===== src/rtl/zxsdcard_multi.sv =====
// Multi-slot SD card power/initialisation sequencer with SPI pass-through and card-detect debounce.
// Optional hot-plug handling (EMPTY state) is enabled by defining SD_HOTPLUG_EN.
module zxsdcard_multi #(
    parameter int NUM_SLOTS          = 2,
    parameter int POWERDOWN_CYCLES   = 4096,
    parameter int POWERUP_CYCLES     = 4096,
    parameter int STARTUP_CLKS       = 80,
    parameter int SCK_HALF_PERIOD    = 64,
    parameter int CD_DEBOUNCE_CYCLES = 65536
) (
    input  logic                 clk_peripheral,
    input  logic                 reset,
    output logic [NUM_SLOTS-1:0] sd_pwr_n,
    input  logic [NUM_SLOTS-1:0] sd_cd_n,
    output logic [NUM_SLOTS-1:0] sd_sck,
    output logic [NUM_SLOTS-1:0] sd_cmd,
    input  logic [NUM_SLOTS-1:0] sd_dat0,
    output logic [NUM_SLOTS-1:0] sd_cs_n,
    input  logic                 in_sck,
    input  logic                 in_mosi,
    output logic                 in_miso,
    output logic                 out_sck,
    output logic                 out_mosi,
    input  logic                 out_miso,
    input  logic [NUM_SLOTS-1:0] enable_n,
    input  logic [NUM_SLOTS-1:0] pwrcycle_req,
    output logic [NUM_SLOTS-1:0] slot_ready,
    output logic [NUM_SLOTS-1:0] card_present
);

    localparam int CNT_MAX0 = (POWERDOWN_CYCLES > POWERUP_CYCLES) ? POWERDOWN_CYCLES : POWERUP_CYCLES;
    localparam int CNT_MAX  = (CNT_MAX0 > SCK_HALF_PERIOD) ? CNT_MAX0 : SCK_HALF_PERIOD;
    localparam int CNT_W    = $clog2(CNT_MAX) + 1;
    localparam int EDGE_W   = $clog2(STARTUP_CLKS) + 1;
    localparam int DEB_W    = $clog2(CD_DEBOUNCE_CYCLES) + 1;

`ifdef SD_HOTPLUG_EN
    typedef enum logic [2:0] {ST_OFF, ST_RAMP, ST_INIT, ST_READY, ST_EMPTY} state_t;
`else
    typedef enum logic [1:0] {ST_OFF, ST_RAMP, ST_INIT, ST_READY} state_t;
`endif

    logic [NUM_SLOTS-1:0] rdy;

    assign out_sck  = in_sck;
    assign out_mosi = in_mosi;

    for (genvar i = 0; i < NUM_SLOTS; i++) begin : g_slot
        state_t              state;
        logic [CNT_W-1:0]    cnt;
        logic [EDGE_W-1:0]   edges;
        logic                sck_q;
        logic                cd_s1;
        logic                cd_s2;
        logic                present;
        logic [DEB_W-1:0]    deb_cnt;
        logic                deb_flip;

        // The debounced state flips on the last of CD_DEBOUNCE_CYCLES disagreeing samples.
        assign deb_flip = (~cd_s2 != present) && (deb_cnt == DEB_W'(CD_DEBOUNCE_CYCLES - 1));

        always_ff @(posedge clk_peripheral) begin
            if (reset) begin
                cd_s1   <= 1'b1;
                cd_s2   <= 1'b1;
                present <= 1'b0;
                deb_cnt <= '0;
            end else begin
                cd_s1 <= sd_cd_n[i];
                cd_s2 <= cd_s1;
                if (~cd_s2 == present) begin
                    deb_cnt <= '0;
                end else if (deb_flip) begin
                    present <= ~cd_s2;
                    deb_cnt <= '0;
                end else begin
                    deb_cnt <= deb_cnt + 1'b1;
                end
            end
        end

        always_ff @(posedge clk_peripheral) begin
            if (reset) begin
                state <= ST_OFF;
                cnt   <= CNT_W'(POWERDOWN_CYCLES - 1);
                edges <= '0;
                sck_q <= 1'b0;
`ifdef SD_HOTPLUG_EN
            end else if (deb_flip && present) begin
                state <= ST_EMPTY;
                sck_q <= 1'b0;
            end else if (pwrcycle_req[i] && state != ST_EMPTY) begin
`else
            end else if (pwrcycle_req[i]) begin
`endif
                state <= ST_OFF;
                cnt   <= CNT_W'(POWERDOWN_CYCLES - 1);
                edges <= '0;
                sck_q <= 1'b0;
            end else begin
                case (state)
                    ST_OFF: begin
                        if (cnt == '0) begin
`ifdef SD_HOTPLUG_EN
                            state <= present ? ST_RAMP : ST_EMPTY;
`else
                            state <= ST_RAMP;
`endif
                            cnt   <= CNT_W'(POWERUP_CYCLES - 1);
                        end else begin
                            cnt <= cnt - 1'b1;
                        end
                    end
                    ST_RAMP: begin
                        if (cnt == '0) begin
                            state <= ST_INIT;
                            cnt   <= CNT_W'(SCK_HALF_PERIOD - 1);
                            edges <= '0;
                            sck_q <= 1'b0;
                        end else begin
                            cnt <= cnt - 1'b1;
                        end
                    end
                    ST_INIT: begin
                        if (cnt != '0) begin
                            cnt <= cnt - 1'b1;
                        end else begin
                            cnt <= CNT_W'(SCK_HALF_PERIOD - 1);
                            if (sck_q) begin
                                // Falling edge after the last startup pulse hands the slot to the host.
                                sck_q <= 1'b0;
                                if (edges == EDGE_W'(STARTUP_CLKS))
                                    state <= ST_READY;
                            end else begin
                                sck_q <= 1'b1;
                                edges <= edges + 1'b1;
                            end
                        end
                    end
                    ST_READY: begin
                        state <= ST_READY;
                    end
`ifdef SD_HOTPLUG_EN
                    ST_EMPTY: begin
                        if (present) begin
                            state <= ST_OFF;
                            cnt   <= CNT_W'(POWERDOWN_CYCLES - 1);
                            edges <= '0;
                            sck_q <= 1'b0;
                        end
                    end
`endif
                    default: begin
                        state <= ST_OFF;
                        cnt   <= CNT_W'(POWERDOWN_CYCLES - 1);
                    end
                endcase
            end
        end

`ifdef SD_HOTPLUG_EN
        assign sd_pwr_n[i] = (state == ST_OFF) || (state == ST_EMPTY);
`else
        assign sd_pwr_n[i] = (state == ST_OFF);
`endif
        assign rdy[i]          = (state == ST_READY);
        assign sd_sck[i]       = rdy[i] ? in_sck      : ((state == ST_INIT) && sck_q);
        assign sd_cmd[i]       = rdy[i] ? in_mosi     : (state == ST_INIT);
        assign sd_cs_n[i]      = rdy[i] ? enable_n[i] : (state == ST_INIT);
        assign slot_ready[i]   = rdy[i];
        assign card_present[i] = present;
    end

    // Lowest-numbered selected ready slot wins the host MISO line.
    always_comb begin
        in_miso = out_miso;
        for (int k = NUM_SLOTS - 1; k >= 0; k--) begin
            if (!enable_n[k] && rdy[k])
                in_miso = sd_dat0[k];
        end
    end

endmodule


===== config.mk =====
export PLATFORM = sky130hd
export DESIGN_NAME = zxsdcard_multi
export DESIGN_NICKNAME = d
export VERILOG_FILES = /design/src/rtl/zxsdcard_multi.sv
export SDC_FILE = /design/constraint.sdc
export NUM_CORES = 1
export LEC_CHECK = 0
export CAP_MARGIN = 20
export CORE_ASPECT_RATIO = 0.6
export CORE_UTILIZATION = 41
export DETAILED_ROUTE_END_ITERATION = 12
export RECOVER_POWER = 50
export SYNTH_ARGS = -nofsm -noshare
export SYNTH_HDL_FRONTEND = slang
export SYNTH_SLANG_ARGS = --single-unit

===== constraint.sdc =====
create_clock -name clk_peripheral -period 2.6 [get_ports clk_peripheral]
set_clock_uncertainty 0.1 [all_clocks]
set_input_delay 0.78 -clock clk_peripheral [delete_from_list [all_inputs] [get_ports clk_peripheral]]
set_output_delay 0.78 -clock clk_peripheral [all_outputs]
set_load 0.02 [all_outputs]

==> results.md <==
* Status: finished with violations
* Violated checks: DRC
* Element type at the critical path start: input pin
* Post-synth EDFFs at 0
* DRC viols at 4
* Yosys cell types at 60
* Overall track demand over capacity in global routing at 19.0%
* Normalized max-slew margin at between 50% and 60%
* Portion of total power attributed to sequential cells at 49.3%
* Detailed Routing Iterations Pass 1 at 9
* Final worst path period need at 2.57 ns
* Sequential fraction of the synthesis area at 38.4%
* Number of buffers inserted for hold repair after clock tree synthesis at 0
* Largest stage delay on the critical path at 0.51 ns
* Count of clock tree sinks at about 90
* Placed inst area at about 5100 um2
* Fin nets at 635
* Unrepaired setup endpoints after global routing: false
* Ratio of total power to cell area at 516 nW/um2
* Post-synthesis average cell area at approximately 8.2 um2
* Period utilisation layout at 98.8%
* Level count of the clock H-tree at 3
* Crit. End Element: primary output
* Die Span Y at roughly 84 um
* Ys flop type: sky130_fd_sc_hd__dfxtp_1
* Vias in the first global route at approximately 3,600
* Met3 global-route usage at 4.48%
* Initial drt markers at 248
* Worst slack at placement at -0.603 ns
* CTS root buffer: sky130_fd_sc_hd__clkbuf_16
* Number of nets still failing antenna checks after routing at 0
* Hold slack at 0.313 ns
* Most used routing layer: met2
* Fraction of layout cells with a size suffix above 1 at 10.3%
* Internal power consumption at 0.00214 W
* Count of buffering cells on the critical path with inverters included at 2
* Pin count of the biggest net entering global routing at 18
* Combinational share of power at 2.5%
* Placer Congestion at 0.837
* Diodes inserted at 0
* Max Slew Vio Count at 0
* CP Class: in2out
* Tightest Pin Transition at approximately 0.72 ns
* Final Power at 0.00276 W
* Leakage component of the power at 1.96 nW
* Number of setup violations in the final report at 0
* Gate count of the mapped netlist at 558
* Number of buffers added by the clock tree synthesis step at 9
* DIE WIDTH at 138 um
* Final total negative setup slack at 0 ns
* Post-detailed-placement half-perimeter wirelength at 7.56 mm
* Min-delay worst type: reg2reg
* Wire length of the first global-routing pass at 17.7 mm
* Worst vdd ir at 0.342 mV
* Worst-path fanout max at 3
* TritonCTS clock tree: yes
* Initial antenna violation count at 0
* Switching share of power at 22.4%
* Number of buffers on the longest clock path at 2
* Grt ovf at 0
* Syn nets at 596
* Top cell family by delay on the critical path: buffers and inverters
* Design area at 5350 um2
* Post-Route WL at 10.3 mm
* Cell Rows at 29
* Achievable Freq at slightly below 0.4 GHz
* Number of port buffers at 27
* Final routed wire length divided by cell count at 13.9 um
* IO Count at 28
* Area overhead of the layout relative to synthesis at 16.7%
* Clock-pin slew of the registers on the worst-case setup and hold paths at 0.06 ns
* Number of filler instances in the final layout at 1,040
* Crit path max-delay cell type: sky130_fd_sc_hd__clkdlybuf4s50_1
* Flop and latch count out of synthesis at 88
* Core Region at 10,700 um2
* Post-DR vias/cell at 5.29
* Switching Power at 0.000617 W
* Required time worst endpoint at 1.72 ns
* Series of cell instances along the critical path: clkdlybuf4s50_1, nand2_1, nand2_1, clkdlybuf4s15_2
* Initial Utilization at 42.8%
* Max-cap viol count at 0
* Total count of hold-check failures in the final report at 0
* Async S/R FF share, synth at 0%
* Skew-Pair Late Insertion Delay at ~0.35 ns
* Arrival time reported for the critical path endpoint at between 1.5 and 2 ns
* Worst-case setup margin in the final layout at about 0.032 ns
* Most numerous cell on the critical path: sky130_fd_sc_hd__nand2_1
* Area enclosed by the die boundary at 11,600 um2
* Met1 capacity usage during global routing at a little over a quarter
* Netlist Area Pre-Place at 4580 um2
* M2 GR Usage at 29.1%
* DR vias at 3,923
* Warning count from the yosys run at 0
* Proportion of power drawn by the clock network at 48.2%
layout by cell type (no fill, tap or decap), drive strengths merged, types with 3 or more instances in the layout:
| cell | netlist | layout |
|---|---|---|
| dfxtp | 88 | 88 |
| nor2 | 83 | 83 |
| nand2 | 49 | 49 |
| a21oi | 35 | 35 |
| o21ai | 30 | 30 |
| inv | 26 | 29 |
| xor2 | 26 | 26 |
| ha | 25 | 25 |
| nand3 | 24 | 24 |
| buf | 8 | 22 |
| nor3 | 19 | 19 |
| xnor2 | 18 | 18 |
| nand4 | 16 | 16 |
| clkbuf | 13 | 16 |
| or2 | 9 | 9 |
| clkdlybuf4s50 | 0 | 8 |
| and3 | 7 | 7 |
| nor4 | 7 | 7 |
| nand2b | 6 | 6 |
| and2 | 5 | 5 |
| a31oi | 5 | 5 |
| nor2b | 5 | 5 |
| dlygate4sd2 | 0 | 5 |
| or3 | 4 | 4 |
| o22ai | 4 | 4 |
| and4 | 3 | 3 |
| nor4bb | 3 | 3 |
| a211oi | 3 | 3 |
| o21bai | 3 | 3 |
| o311ai | 3 | 3 |
| o211ai | 3 | 3 |
| dlygate4sd3 | 0 | 3 |
| nor3b | 3 | 3 |
kinds of logic after synthesis:
group / after synthesis / synth area share [%]
simple gates: 253 / 28.4
compound gates: 99 / 13.0
flops: 88 / 38.4
buf+inv: 47 / 4.48
xor+xnor: 44 / 8.41
fa+ha+maj: 25 / 6.83
mux: 2 / 0.437
registers in the layout, indices dropped and copies added (netlist names):
signal and cells:
g_slot.present 2, g_slot.edges 16, g_slot.cd_s2 2, g_slot.sck_q 2, g_slot.cnt 26, g_slot.state 4, g_slot.deb_cnt 34, g_slot.cd_s1 2
timing repair:
| action | CTS | global route |
|---|---|---|
| buffers inserted | 0 | 0 |
| resized for setup | 36 | 10 |
| endpoints found under the setup margin | 12 | 6 |
final timing paths:
path	from	end	slack, ns	cells after the start
setup / recovery	in_mosi	sd_cmd[1]	0.03	4
hold / removal	g_slot[0].cd_s1	g_slot[0].cd_s2	0.31	1
setup reg to reg	g_slot[1].state[1]	g_slot[1].cnt[10]	0.20	8
hold reg to reg	g_slot[0].cd_s1	g_slot[0].cd_s2	0.31	1
cells in the mapped netlist (all sizes together), types with 6 or more instances:
| library cell | n | area share, % |
|---|---|---|
| inv | 26 | 2.1 |
| nor2 | 83 | 7.0 |
| buf | 8 | 1.3 |
| nand3 | 24 | 2.6 |
| ha | 25 | 6.8 |
| nand2b | 6 | 0.82 |
| clkbuf | 13 | 1.1 |
| nand2 | 49 | 4.0 |
| or2 | 9 | 1.2 |
| and3 | 7 | 0.96 |
| nor4 | 7 | 1.1 |
| o21ai | 30 | 3.3 |
| dfxtp | 88 | 38 |
| xor2 | 26 | 5.0 |
| nand4 | 16 | 2.3 |
| a21oi | 35 | 3.8 |
| xnor2 | 18 | 3.4 |
| nor3 | 19 | 2.2 |
worst reg2reg max path: stages, from the launching register on:
cell	delay, ns
sky130_fd_sc_hd__dfxtp_1	0.33
sky130_fd_sc_hd__clkbuf_1	0.17
sky130_fd_sc_hd__inv_1	0.11
sky130_fd_sc_hd__ha_1	0.34
sky130_fd_sc_hd__nor3b_2	0.18
sky130_fd_sc_hd__nor2_1	0.29
sky130_fd_sc_hd__a21boi_2	0.43
sky130_fd_sc_hd__inv_1	0.14
sky130_fd_sc_hd__o221ai_1	0.24
per-layer routing:
metal	wire, um	part of all wire, %	vias to the layer above
met5	0	0	-
met4	134	1.3	0
met3	409	4.0	15
met2	4460	43	81
met1	5330	52	1819
li1	-	-	2008
power by group through the flow:
stage / combinational, W / clock (W) / sequential (W)
floorplan: 0.0000374 / 0 / 0.00139
global placement: 0.0000722 / 0 / 0.00139
detailed placement: 0.0000749 / 0 / 0.00139
CTS: 0.0000740 / 0.00137 / 0.00136
global route: 0.0000772 / 0.00142 / 0.00136
finish: 0.0000702 / 0.00133 / 0.00136
layout make-up:
| type | instances | area (um2) | share of cell area [%] |
|---|---|---|---|
| clock inverter | 7 | 78.8 | 1.47 |
| clock buffer | 9 | 225 | 4.21 |
| timing repair buffer | 49 | 388 | 7.25 |
| tap | 139 | 174 | 3.25 |
| sequential | 88 | 1760 | 33.0 |
| inverter | 26 | 97.6 | 1.82 |
| multi-input combinational | 423 | 2620 | 49.0 |
metrics by stage:
step	instances	utilization [%]
floorplan	558	-
global placement	725	47.5
detailed placement	725	47.5
CTS	741	50.4
global route	741	50.0
finish	741	50.0
No activity file was read; power rests on OpenSTA's default activity.
